**src/rtl/mem_port_arbiter.sv**
```systemverilog
// Arbitrates a single-ported unified memory between instruction fetch and the
// data-memory stage, with data priority, a fetch starvation guard and timeout abort.
module mem_port_arbiter #(
  parameter int STARVE_LIMIT = 4,
  parameter int TIMEOUT      = 16
) (
  input  logic        clk,
  input  logic        reset,
  input  logic        if_req,
  input  logic [63:0] if_addr,
  input  logic        if_flush,
  output logic        if_done,
  output logic [31:0] if_rdata,
  input  logic        dm_req,
  input  logic        dm_we,
  input  logic [63:0] dm_addr,
  input  logic [63:0] dm_wdata,
  output logic        dm_done,
  output logic [63:0] dm_rdata,
  output logic        mem_valid,
  output logic        mem_we,
  output logic [63:0] mem_addr,
  output logic [63:0] mem_wdata,
  input  logic        mem_ack,
  input  logic [63:0] mem_rdata,
  output logic        stall_if,
  output logic        stall_mem,
  output logic        err
);

  localparam logic [31:0] NOP        = 32'h0000_0013;
  localparam logic [3:0]  STARVE_MAX = 4'(STARVE_LIMIT);
  localparam logic [7:0]  WAIT_LAST  = 8'(TIMEOUT - 1);

  typedef enum logic [1:0] {IDLE, BUSY_IF, BUSY_DM} state_t;

  state_t      state;
  state_t      state_nxt;
  logic [3:0]  starve_cnt;
  logic [7:0]  wait_cnt;
  logic        squash;
  logic        if_elig;
  logic        dm_elig;
  logic        grant_if;
  logic        grant_dm;
  logic        if_lost;
  logic        ack_end;
  logic        abort;
  logic        kill_if;

  // A requester whose done is showing still holds a stale req this cycle.
  assign if_elig = if_req & ~if_flush & ~if_done;
  assign dm_elig = dm_req & ~dm_done;
  assign kill_if = squash | if_flush;

  assign stall_if  = if_req & ~if_done;
  assign stall_mem = dm_req & ~dm_done;

  always_ff @(posedge clk or posedge reset) begin
    if (reset) state <= IDLE;
    else       state <= state_nxt;
  end

  always_comb begin
    state_nxt = state;
    grant_if  = 1'b0;
    grant_dm  = 1'b0;
    if_lost   = 1'b0;
    ack_end   = 1'b0;
    abort     = 1'b0;
    case (state)
      IDLE: begin
        if (dm_elig && !(if_elig && starve_cnt == STARVE_MAX)) begin
          grant_dm  = 1'b1;
          if_lost   = if_elig;
          state_nxt = BUSY_DM;
        end else if (if_elig) begin
          grant_if  = 1'b1;
          state_nxt = BUSY_IF;
        end
      end
      BUSY_IF, BUSY_DM: begin
        if (mem_ack) begin
          ack_end   = 1'b1;
          state_nxt = IDLE;
        end else if (wait_cnt == WAIT_LAST) begin
          abort     = 1'b1;
          state_nxt = IDLE;
        end
      end
      default: state_nxt = IDLE;
    endcase
  end

  always_ff @(posedge clk or posedge reset) begin
    if (reset) begin
      starve_cnt <= '0;
      wait_cnt   <= '0;
      squash     <= 1'b0;
      mem_valid  <= 1'b0;
      mem_we     <= 1'b0;
      mem_addr   <= '0;
      mem_wdata  <= '0;
      if_done    <= 1'b0;
      dm_done    <= 1'b0;
      err        <= 1'b0;
      if_rdata   <= NOP;
      dm_rdata   <= '0;
    end else begin
      if_done <= 1'b0;
      dm_done <= 1'b0;
      err     <= 1'b0;

      if (grant_if)
        starve_cnt <= '0;
      else if (if_lost && starve_cnt != STARVE_MAX)
        starve_cnt <= starve_cnt + 4'd1;

      if (grant_if || grant_dm) begin
        mem_valid <= 1'b1;
        mem_we    <= grant_dm & dm_we;
        mem_addr  <= grant_dm ? dm_addr : if_addr;
        mem_wdata <= grant_dm ? dm_wdata : '0;
        wait_cnt  <= '0;
        squash    <= 1'b0;
      end else if (ack_end || abort) begin
        mem_valid <= 1'b0;
        mem_we    <= 1'b0;
        squash    <= 1'b0;
        err       <= abort;
        if (state == BUSY_IF) begin
          // A flushed fetch still occupies memory but delivers nothing.
          if (!kill_if) begin
            if_done  <= 1'b1;
            if_rdata <= abort ? NOP : mem_rdata[31:0];
          end
        end else begin
          dm_done <= 1'b1;
          if (abort)        dm_rdata <= '0;
          else if (!mem_we) dm_rdata <= mem_rdata;
        end
      end else if (state != IDLE) begin
        wait_cnt <= wait_cnt + 8'd1;
        if (state == BUSY_IF && if_flush) squash <= 1'b1;
      end
    end
  end

endmodule

```
**config.mk**
```make
export PLATFORM = sky130hd
export DESIGN_NAME = mem_port_arbiter
export DESIGN_NICKNAME = d
export VERILOG_FILES = /design/src/rtl/mem_port_arbiter.sv
export SDC_FILE = /design/constraint.sdc
export NUM_CORES = 1
export LEC_CHECK = 0
export CORE_AREA = 2 2 191 193
export DETAILED_ROUTE_END_ITERATION = 10
export DIE_AREA = 0 0 193 195
export PLACE_DENSITY = 0.65
export REMOVE_ABC_BUFFERS = 1
export SLEW_MARGIN = 10
export SYNTH_ARGS = -nofsm -noshare
export SYNTH_HDL_FRONTEND = slang
export SYNTH_SLANG_ARGS = --single-unit
```
**constraint.sdc**
```tcl
create_clock -name clk -period 10.7 [get_ports clk]
set_input_delay 2.14 -clock clk [delete_from_list [all_inputs] [get_ports clk]]
set_output_delay 2.14 -clock clk [all_outputs]
set_load 0.1 [all_outputs]
```
* Yosys cells after proc, flatten, opt, wreduce, memory -nomap -nowiden *
Cells that the tools add are included.

storage, ports and cells
  memory bits (read-only) = 0
  memories = 0
  register bits after elaboration = 244
  output and inout port bits = 231
  word-level logic and storage cells = 99
  bits in latches = 0
  memory bits (writable) = 0

cells by class
  shift-type cells = 0
  muxes and demuxes = 43
  add/sub/neg operators = 2
  $mul = 0
  order comparisons = 0
  equality and inequality tests = 9
  bitwise gates (word level) = 12
  div/mod/pow operators = 0
  reduce and logical (&&, ||, !) cells = 20

operator list
  cell                                                                     number
  64-bit 2-to-1 mux                                                        4
  32-bit 2-to-1 mux                                                        1
  1-bit 2-to-1 mux                                                         28
  8-bit 2-to-1 mux                                                         3
  8-bit by 1-bit adder with 8-bit output, second input constant            1
  8-bit by 4-bit equality test with 1-bit output, second input constant    1
  2-bit 2-to-1 mux                                                         4
  4-bit 2-to-1 mux                                                         2
  4-bit AND reduction                                                      2
  2-bit nonzero test                                                       4
  3-bit inequality test, second input constant                             2
  1-bit inverter                                                           6
  2-bit AND reduction                                                      3
  3-bit nonzero test                                                       2
  1-bit AND                                                                5
  4-bit by 1-bit adder with 4-bit output, second input constant            1
  4-bit by 3-bit equality test with 1-bit output, second input constant    1
  1-bit logical AND                                                        4
  4-bit by 3-bit inequality test with 1-bit output, second input constant  1
  2-bit case mux with 2 select lines                                       1
  2-bit by 1-bit equality test with 1-bit output, second input constant    1
  2-bit equality test, second input constant                               1
  2-bit zero test                                                          1
  1-bit logical OR                                                         2
  5 further kinds                                                          5

* Depth between registers and ports, before layout *
  depth after elaboration = 11
  depth in mapped cells = 9
  mapped depth without buffers = 6

* Worst setup path after synthesis *
No wires, ideal clock.

  path kind = input to output
  start = in if_req
  end = out stall_if
  setup slack = 5.086 ns
  stages on the path = 1
  data arrival time = 3.474 ns
  path buffers = 0
  cell sequence = nor2b_1

on the way
  word-level cells in the longest chain between the ends = 1

RTL lines
  item             RTL line  text
  start, declared  9         input logic if_req,
  1-bit AND        56        assign stall_if = if_req & ~if_done;
  end, declared    26        output logic stall_if,

No other way between the ends.

* Worst setup path after layout *
  start = in dm_req
  end = out stall_mem

on the way
  word-level cells in the longest chain between the ends = 1

RTL lines
  item             RTL line  text
  start, declared  14        input logic dm_req,
  1-bit AND        57        assign stall_mem = dm_req & ~dm_done;
  end, declared    27        output logic stall_mem,

No other way between the ends.

==> metrics.cfg <==
[die]
die_y_um = 195
die_x_um = 193
num_rows = 69
ioPinCount = 494
initial_core_util_pct = 28.10
core_area_mm2 = 0.03540
die_area_mm2 = 0.03764

[setup_path]
crit_path_end_kind = primary output
required_ns = 8.56
regToRegEndpoint = mem_addr[33]
path_max_fanout = 6
rr_startpoint = state[0]
r2r_slack_ns = 6.58
start_kind = primary input
crit_arrival_ns = 4.31
reg2reg_depth = 8
crit_type = primary input to primary output

[global_routing]
grt_max_degree = 128
grt_antenna_before_repair = 5
grt_pass1_vias = 8538
gr-total-overflow = 0
grt_pass1_wl_um = 50330
track_usage_pct = 17.18

[yosys]
synth.distinct_cells = 44
yosysTopAreaCell = dfrtp_1
ys_ff_latch = 244
avgSynthCellArea_um2 = 12.17
postSynth.asyncResetShare_pct = 100.0
synth_top_area_share_pct = 60.64
synthTopCellsByArea = dfrtp_1 (61%), a22o_1 (12%), mux2i_1 (9.5%)
yosys_warnings = 0
synth_edf_count = 0
synthTopCellsByCount = dfrtp_1 (241), a22o_1 (132), nand2_1 (107)
synth_ff_type = dfrtp_1
netlist_instances = 817
ys_seq_area_share_pct = 61.43
synth_area_mm2 = 0.009946
synth_most_common_cell = dfrtp_1

[timing]
worst-slew-pin-transition_ns = 1.092
setup_tns_ns = 0
slew_violations = 0
min_period_ns = 6.452
finClkSkew_ns = 0.01041
hold_violations = 0
rsz0062_at_grt = no
relSlewSlack_pct = 27.00
clock.fmax_mhz = 155.0
period_share_pct = 60.30
setup_viol = 0

[place]
dp_hpwl_um = 24730
place.gp.congestion = 0.7993
port_buffers = 493

[status]
status = finished clean

[cells_and_area]
post-route-util_pct = 45.69
fin_nets = 1559
n_fill_cell = 3333
layout-drive-gt1-share_pct = 5.335
seq_area_mm2 = 0.006110
multi_input_area_mm2 = 0.003435
syn_to_final_growth_pct = 62.62
antenna_cells = 0

[clocking]
cts_setup_buffers = 0
cts.clk_slew.worst_paths_ns = 0.06
clk_latency_ns = 0.54
clk_path_buf_depth = 3
numCtsBuffers = 28
cts_tree = yes
hold_buffers = 0
clock-root-buffer = clkbuf_16
h-tree-depth = 1
cts_sinks = 244
ctsResizeCount = 0

[job]
maxCapViolations = 0

[detailed_routing]
vias = 8294
post_drt_wl_per_cell_um = 19.21
drt-pass1-iter-count = 4
drc = 0
via_per_inst = 4.678
drtIter0Drc = 300
wl_um = 34050
ant_nets = 0

[worst_hold_path]
hold_path_end = mem_addr[5]
min_from = mem_addr[5]
hold_depth = 2
hp-class = register to register

-- worst max-delay path, stage by stage --
cell and delay, ns:
clkdlybuf4s50_1 0.47, nor2b_1 0.45, clkdlybuf4s50_1 1.24
-- worst max-delay path by stage --
stage,startpoint,end,slack (ns)
5_1_grt,dm_req,stall_mem,4.15
2_1_floorplan,dm_req,dm_rdata[0],0.005
3_5_place_dp,dm_req,stall_mem,4.24
4_1_cts,dm_req,stall_mem,4.23
3_3_place_gp,dm_req,stall_mem,4.27
6_report,dm_req,stall_mem,4.25
-- flip-flops by register name (all words and copies together) (netlist names), 2 cells and up --
name,count
dm_rdata,64
if_rdata,32
mem_addr,64
mem_wdata,64
starve_cnt,4
state,2
wait_cnt,8
-- per-stage QoR --
step	cells	cell area, um2	hold WS [ns]	setup slack [ns]
final	1773	16170	0.4740	4.248
after detailed placement	1722	15270	0.4639	4.245
after CTS	1773	16170	0.4791	4.231
after global placement	1722	15270	0.4604	4.273
after floorplan	758	9654	0.4642	0.004633
after global routing	1773	16170	0.4962	4.152
-- cells by family after synthesis --
logic type / after synthesis / share of synthesized area [%]
muxes: 98 / 9.913
and+or+nand+nor: 146 / 6.466
adders and majority gates: 5 / 0.6290
AOI/OAI and AO/OA: 223 / 16.74
buffers and inverters: 95 / 4.290
DFF: 244 / 61.43
xor gates and xnor gates: 6 / 0.5284
-- final cells by class --
| cell class | instances | share of cell area, % |
|---|---|---|
| clock buffer | 42 | 5.222 |
| sequential | 244 | 37.77 |
| inverter | 36 | 0.8819 |
| multi-input combinational | 478 | 21.23 |
| tap | 461 | 3.566 |
| timing repair buffer | 503 | 30.97 |
| clock inverter | 9 | 0.3481 |
-- cells in the final DEF, fill, tap and decap left out, drive strengths merged, types with 5 or more instances in the layout --
cell and n:
nand3 6, ha 5, clkinv 5, o21ai 74, dfrtp 241, clkdlybuf4s50 493, inv 37, clkbuf 42
nor2 7, a22o 132, buf 10, nand2 107, mux2i 94
-- routing by layer --
layer	vias up	wire length (um)	part of all wire, %	GRT usage [%]
li1	3869	-	-	-
met5	-	53	0.16	0
met1	3965	13280	39	20.44
met4	8	682	2.0	3.984
met2	391	16400	48	29.55
met3	61	3644	11	6.111
Power is not shown: default switching activity piles up to over one toggle a cycle in this logic, so the estimate is an artifact.
==> edit 1 (config.mk and constraints unchanged) <==
The 3 states of `state_t` get a one-hot encoding in 3 bits.
--- a/src/rtl/mem_port_arbiter.sv
+++ b/src/rtl/mem_port_arbiter.sv
@@ -32,7 +32,7 @@
   localparam logic [3:0]  STARVE_MAX = 4'(STARVE_LIMIT);
   localparam logic [7:0]  WAIT_LAST  = 8'(TIMEOUT - 1);
 
-  typedef enum logic [1:0] {IDLE, BUSY_IF, BUSY_DM} state_t;
+  typedef enum logic [2:0] {IDLE = 3'b001, BUSY_IF = 3'b010, BUSY_DM = 3'b100} state_t;
 
   state_t      state;
   state_t      state_nxt;
Formal check against the unedited RTL: same outputs for any inputs over 4 cycles, from zero or initial values and one cycle with reset high; so few cycles prove little.
==> edit 1 against the original RTL <==
Worst setup slack got worse by 0.16 ns. Via count up 6.3%. Count of clock-buffer cells in the layout shrank 5. Register-to-register slack gained 0.94 ns. Global-route usage increased by 0.88 points. Area after synthesis up 3.0%. Sequential cell count up 1. Maximum frequency fell by 2.4%. Final area up 2.0%. Wire length up 3.2%. Core utilization grew 0.93 points. Largest cell class unchanged.
Power is not shown: default switching activity piles up to over one toggle a cycle in this logic, so the estimate is an artifact.
==> edit 1: results (changes against the original RTL) <==
\begin{tabular}{lr}
\hline
Metric & Value \\
\hline
\multicolumn{2}{l}{\textbf{Status}} \\
\quad Outcome & completed \\
\multicolumn{2}{l}{\textbf{Global route}} \\
\quad Pin count of the biggest net entering global routing & 137 (+7.0\%) \\
\quad Total GRT Usage & 0.1806 (+0.008797) \\
\quad Number of global-route vias before repair & 9,137 (+7.0\%) \\
\multicolumn{2}{l}{\textbf{Setup path}} \\
\quad FF-to-FF setup slack & 7.52 ns (+0.94 ns) \\
\quad FF-to-FF path depth & 5 (-3) \\
\quad RR Endpoint & dm\_rdata[26]\$\_DFFE\_PP0P\_ \\
\quad Data arrival, critical path & 4.47 ns (+0.16 ns) \\
\quad Reg2reg start & wait\_cnt[5]\$\_DFFE\_PP0P\_ \\
\multicolumn{2}{l}{\textbf{Synthesis}} \\
\quad FFs w/ async S/R, synth & 1.000 (unchanged) \\
\quad Biggest area contributors in the synthesized netlist & sky130\_fd\_sc\_hd\_\_dfrtp\_1 59\%, sky130\_fd\_sc\_hd\_\_mux2i\_1 9.1\%, sky130\_fd\_sc\_hd\_\_a22o\_1 5.7\%, sky130\_fd\_sc\_hd\_\_o21ai\_0 5.3\%, sky130\_fd\_sc\_hd\_\_nand2\_1 3.7\% \\
\quad Synth top cells by count & 241 x sky130\_fd\_sc\_hd\_\_dfrtp\_1, 109 x sky130\_fd\_sc\_hd\_\_o21ai\_0, 101 x sky130\_fd\_sc\_hd\_\_nand2\_1 \\
\quad Instance count of the mapped netlist & 919 (+12\%) \\
\quad Sequential share of the synthesized area & 0.5990 (-0.01529) \\
\multicolumn{2}{l}{\textbf{Detailed routing}} \\
\quad DRT Pass-1 Iters & 5 (+1) \\
\quad Post-DR wirelength/cell & 18.83 um (-2.0\%) \\
\quad Wirelength, routed & 35.16 mm (+3.2\%) \\
\quad Via Count & 8,814 (+6.3\%) \\
\multicolumn{2}{l}{\textbf{Hold path}} \\
\quad Startpoint of the tightest hold check path & mem\_addr[60]\$\_DFFE\_PP0N\_ \\
\multicolumn{2}{l}{\textbf{Placed design}} \\
\quad Half-perimeter wire length of the detailed placement result & 24.85 mm (+0.45\%) \\
\quad Placed cells & 1,816 (+5.5\%) \\
\quad Final Wtd Congestion & 0.7981 (-0.15\%) \\
\quad Placed cell area & 15,540 um2 (+1.7\%) \\
\quad Placement-stage worst setup slack & 4.111 ns (-0.1339 ns) \\
\multicolumn{2}{l}{\textbf{Layout}} \\
\quad Share of final-layout standard cells stronger than drive strength 1 & 0.05690 (+0.003545) \\
\quad Final layout net count & 1,651 (+5.9\%) \\
\multicolumn{2}{l}{\textbf{Timing}} \\
\quad Slew at the pin with the worst max-slew slack & 1.164 ns (+0.07208 ns) \\
\quad Worst clock skew & 0.01286 ns (+0.002453 ns) \\
\hline
\end{tabular}
[edit 1: area by class of cell]
class,instances,area [um2]
multi-input cells,534,3533
clock inverters,14,156.4
inverters,71,274.0
clock buffers,37,805.8
fillers,3287,18890
flip-flops and latches,245,6136
repair buffers,505,5020
well taps,461,576.8
[edit 1: critical path: stages]
cell	delay, ns
sky130_fd_sc_hd__clkdlybuf4s50_1	0.45
sky130_fd_sc_hd__nor2b_1	0.61
sky130_fd_sc_hd__clkdlybuf4s50_1	1.26
[edit 1: routing by layer]
layer  up-vias  GRT usage  routed length (um)
li1       4178          -                   -
met1      4201     0.2086               13570
met2       369     0.3122               16940
met3        64    0.05769                3460
met4         2    0.06369                1168
met5         -          0                  13
[edit 1: worst max-delay path by stage]
stage	cells past startpoint	slack, ns	to	startpoint
5_1_grt	3	4.03	stall_mem	dm_req
2_1_floorplan	3	0.79	mem_addr[49]$_DFFE_PP0N_	dm_req
3_5_place_dp	3	4.11	stall_mem	dm_req
3_3_place_gp	3	4.15	stall_mem	dm_req
4_1_cts	3	4.10	stall_mem	dm_req
6_report	3	4.09	stall_mem	dm_req
[edit 1: kinds of logic after synthesis]
group / synth area share
DFF: 0.5990
adders and majority gates: 0.003665
AOI/OAI and AO/OA: 0.1651
and+or+nand+nor: 0.08147
muxes: 0.09088
xor gates and xnor gates: 0.0008552
buffers and inverters: 0.05900
[edit 1: per-stage QoR]
step,utilization,hold WS [ns]
3_3_place_gp,0.4390,0.4629
3_5_place_dp,0.4390,0.4718
6_report,0.4662,0.4786
2_1_floorplan,-,0.4925
5_1_grt,0.4662,0.5029
4_1_cts,0.4662,0.4846
==> edit 2 (same settings) <==
Made on the original files. Change the parameter `TIMEOUT` from 16 to 12.
--- a/src/rtl/mem_port_arbiter.sv
+++ b/src/rtl/mem_port_arbiter.sv
@@ -2,7 +2,7 @@
 // data-memory stage, with data priority, a fetch starvation guard and timeout abort.
 module mem_port_arbiter #(
   parameter int STARVE_LIMIT = 4,
-  parameter int TIMEOUT      = 16
+  parameter int TIMEOUT      = 12
 ) (
   input  logic        clk,
   input  logic        reset,
Behaviour: no difference found for any inputs over 4 cycles, from zero or initial values and one cycle with reset high; that may be too few to reach the edited logic, so the function may still have changed.
==> edit 2 against the original RTL <==
Sequential share of layout area down 0.12 points. Final area up 0.32%. Core utilization is 0.15 points higher. Wire length down 1.0%. Critical endpoint unchanged. Synthesized cell count decreased by 3.1%. Area after synthesis down 0.34%. Non-clock buffer count is 1 lower. Worst setup slack better by 0.14 ns. First-iteration DRC count shrank 24%. Sequential cell count is the same. Clock skew rose by 0.0062 ns. Global-route usage shrank 0.17 points.
Power is left out: the tool's default activity adds up to more than one toggle a clock period on the data nets, which glitch-free logic cannot reach.
==> edit 2: results (changes against the original RTL) <==
\begin{tabular}{lr}
\hline
Metric & Value \\
\hline
\multicolumn{2}{l}{\textbf{Status}} \\
\quad Outcome & completed \\
\multicolumn{2}{l}{\textbf{Global route}} \\
\quad Global routing usage on met1 & 0.1932 (-0.01120) \\
\quad Wire length of the first global-routing pass & 49.91 mm (-0.84\%) \\
\quad Pin count of the biggest net entering global routing & 130 (+1.6\%) \\
\quad M2 GR Usage & 0.2970 (+0.001460) \\
\quad Number of global-route vias before repair & 8,486 (-0.61\%) \\
\quad Met3 layer usage reported by global route & 0.06165 (+0.0005392) \\
\multicolumn{2}{l}{\textbf{Synthesis}} \\
\quad Synthesized-area fraction occupied by ao, oa, aoi and oai cells & 0.1650 (-0.002459) \\
\quad Fraction of synthesized cell area in xor and xnor cells & 0.0008836 (-0.004400) \\
\quad Synth top cells by count & 241 x sky130\_fd\_sc\_hd\_\_dfrtp\_1, 131 x sky130\_fd\_sc\_hd\_\_a22o\_1, 76 x sky130\_fd\_sc\_hd\_\_nand2\_1 \\
\quad Mux cell area share after synthesis & 0.1006 (+0.001474) \\
\quad Sequential share of the synthesized area & 0.6164 (+0.002094) \\
\quad Post-synthesis share of cell area spent on full adders, half adders and majority gates & 0.006312 (+0.00002144) \\
\multicolumn{2}{l}{\textbf{Placed design}} \\
\quad Half-perimeter wire length of the detailed placement result & 24.75 mm (about the same) \\
\quad Placement-stage worst setup slack & 4.389 ns (+0.1437 ns) \\
\quad Final Wtd Congestion & 0.7850 (-1.8\%) \\
\multicolumn{2}{l}{\textbf{Detailed routing}} \\
\quad Total length of routed met2 wires & 16.72 mm (+2.0\%) \\
\quad Per-cell via count in the routed design & 4.663 (-0.31\%) \\
\multicolumn{2}{l}{\textbf{Layout}} \\
\quad Count of clock-net buffers in the final layout & 46 (+9.5\%) \\
\quad Count of antenna diodes in the layout & 3 (+3) \\
\quad Area of combinational cells with multiple inputs & 3525 um2 (+2.6\%) \\
\quad Layout buffering overhead excluding clock cells & 0.3083 (-0.001464) \\
\quad Buffers outside the clock class & 502 (-0.20\%) \\
\quad Area growth, synth to finish & 63.71\% \\
\quad \# fillers & 3,310 (-0.69\%) \\
\quad Clock distribution area overhead in the final layout & 0.05737 (+0.001670) \\
\quad Comb\_multi\_in & 472 (-1.3\%) \\
\quad Inverters & 18 (-50\%) \\
\multicolumn{2}{l}{\textbf{Setup path}} \\
\quad Critical path peak fanout & 4 (-2) \\
\quad Data arrival, critical path & 4.17 ns (-0.14 ns) \\
\multicolumn{2}{l}{\textbf{Timing}} \\
\quad Worst clock skew & 0.01662 ns (+0.006214 ns) \\
\hline
\end{tabular}
[edit 2: changes by cell type after synthesis, sizes merged, moves of 18 or more]
cell / delta
mux2: +25
mux2i: -27
nor2b: +27
inv: -18
nand2: -31
[edit 2: final timing paths]
path                                          from                       end  slack, ns  depth (start not counted)
setup reg to reg           wait_cnt[5]$_DFFE_PP0P_  if_rdata[12]$_DFFE_PP0P_       7.38                          4
setup / recovery                            dm_req                 stall_mem       4.39                          3
min in group asynchronous                    reset  mem_addr[18]$_DFFE_PP0N_       2.15                          2
max in group asynchronous                    reset   wait_cnt[5]$_DFFE_PP0P_       7.09                          3
hold / removal             if_rdata[0]$_DFFE_PP1P_   if_rdata[0]$_DFFE_PP1P_       0.47                          2
hold reg to reg            if_rdata[0]$_DFFE_PP1P_   if_rdata[0]$_DFFE_PP1P_       0.47                          2
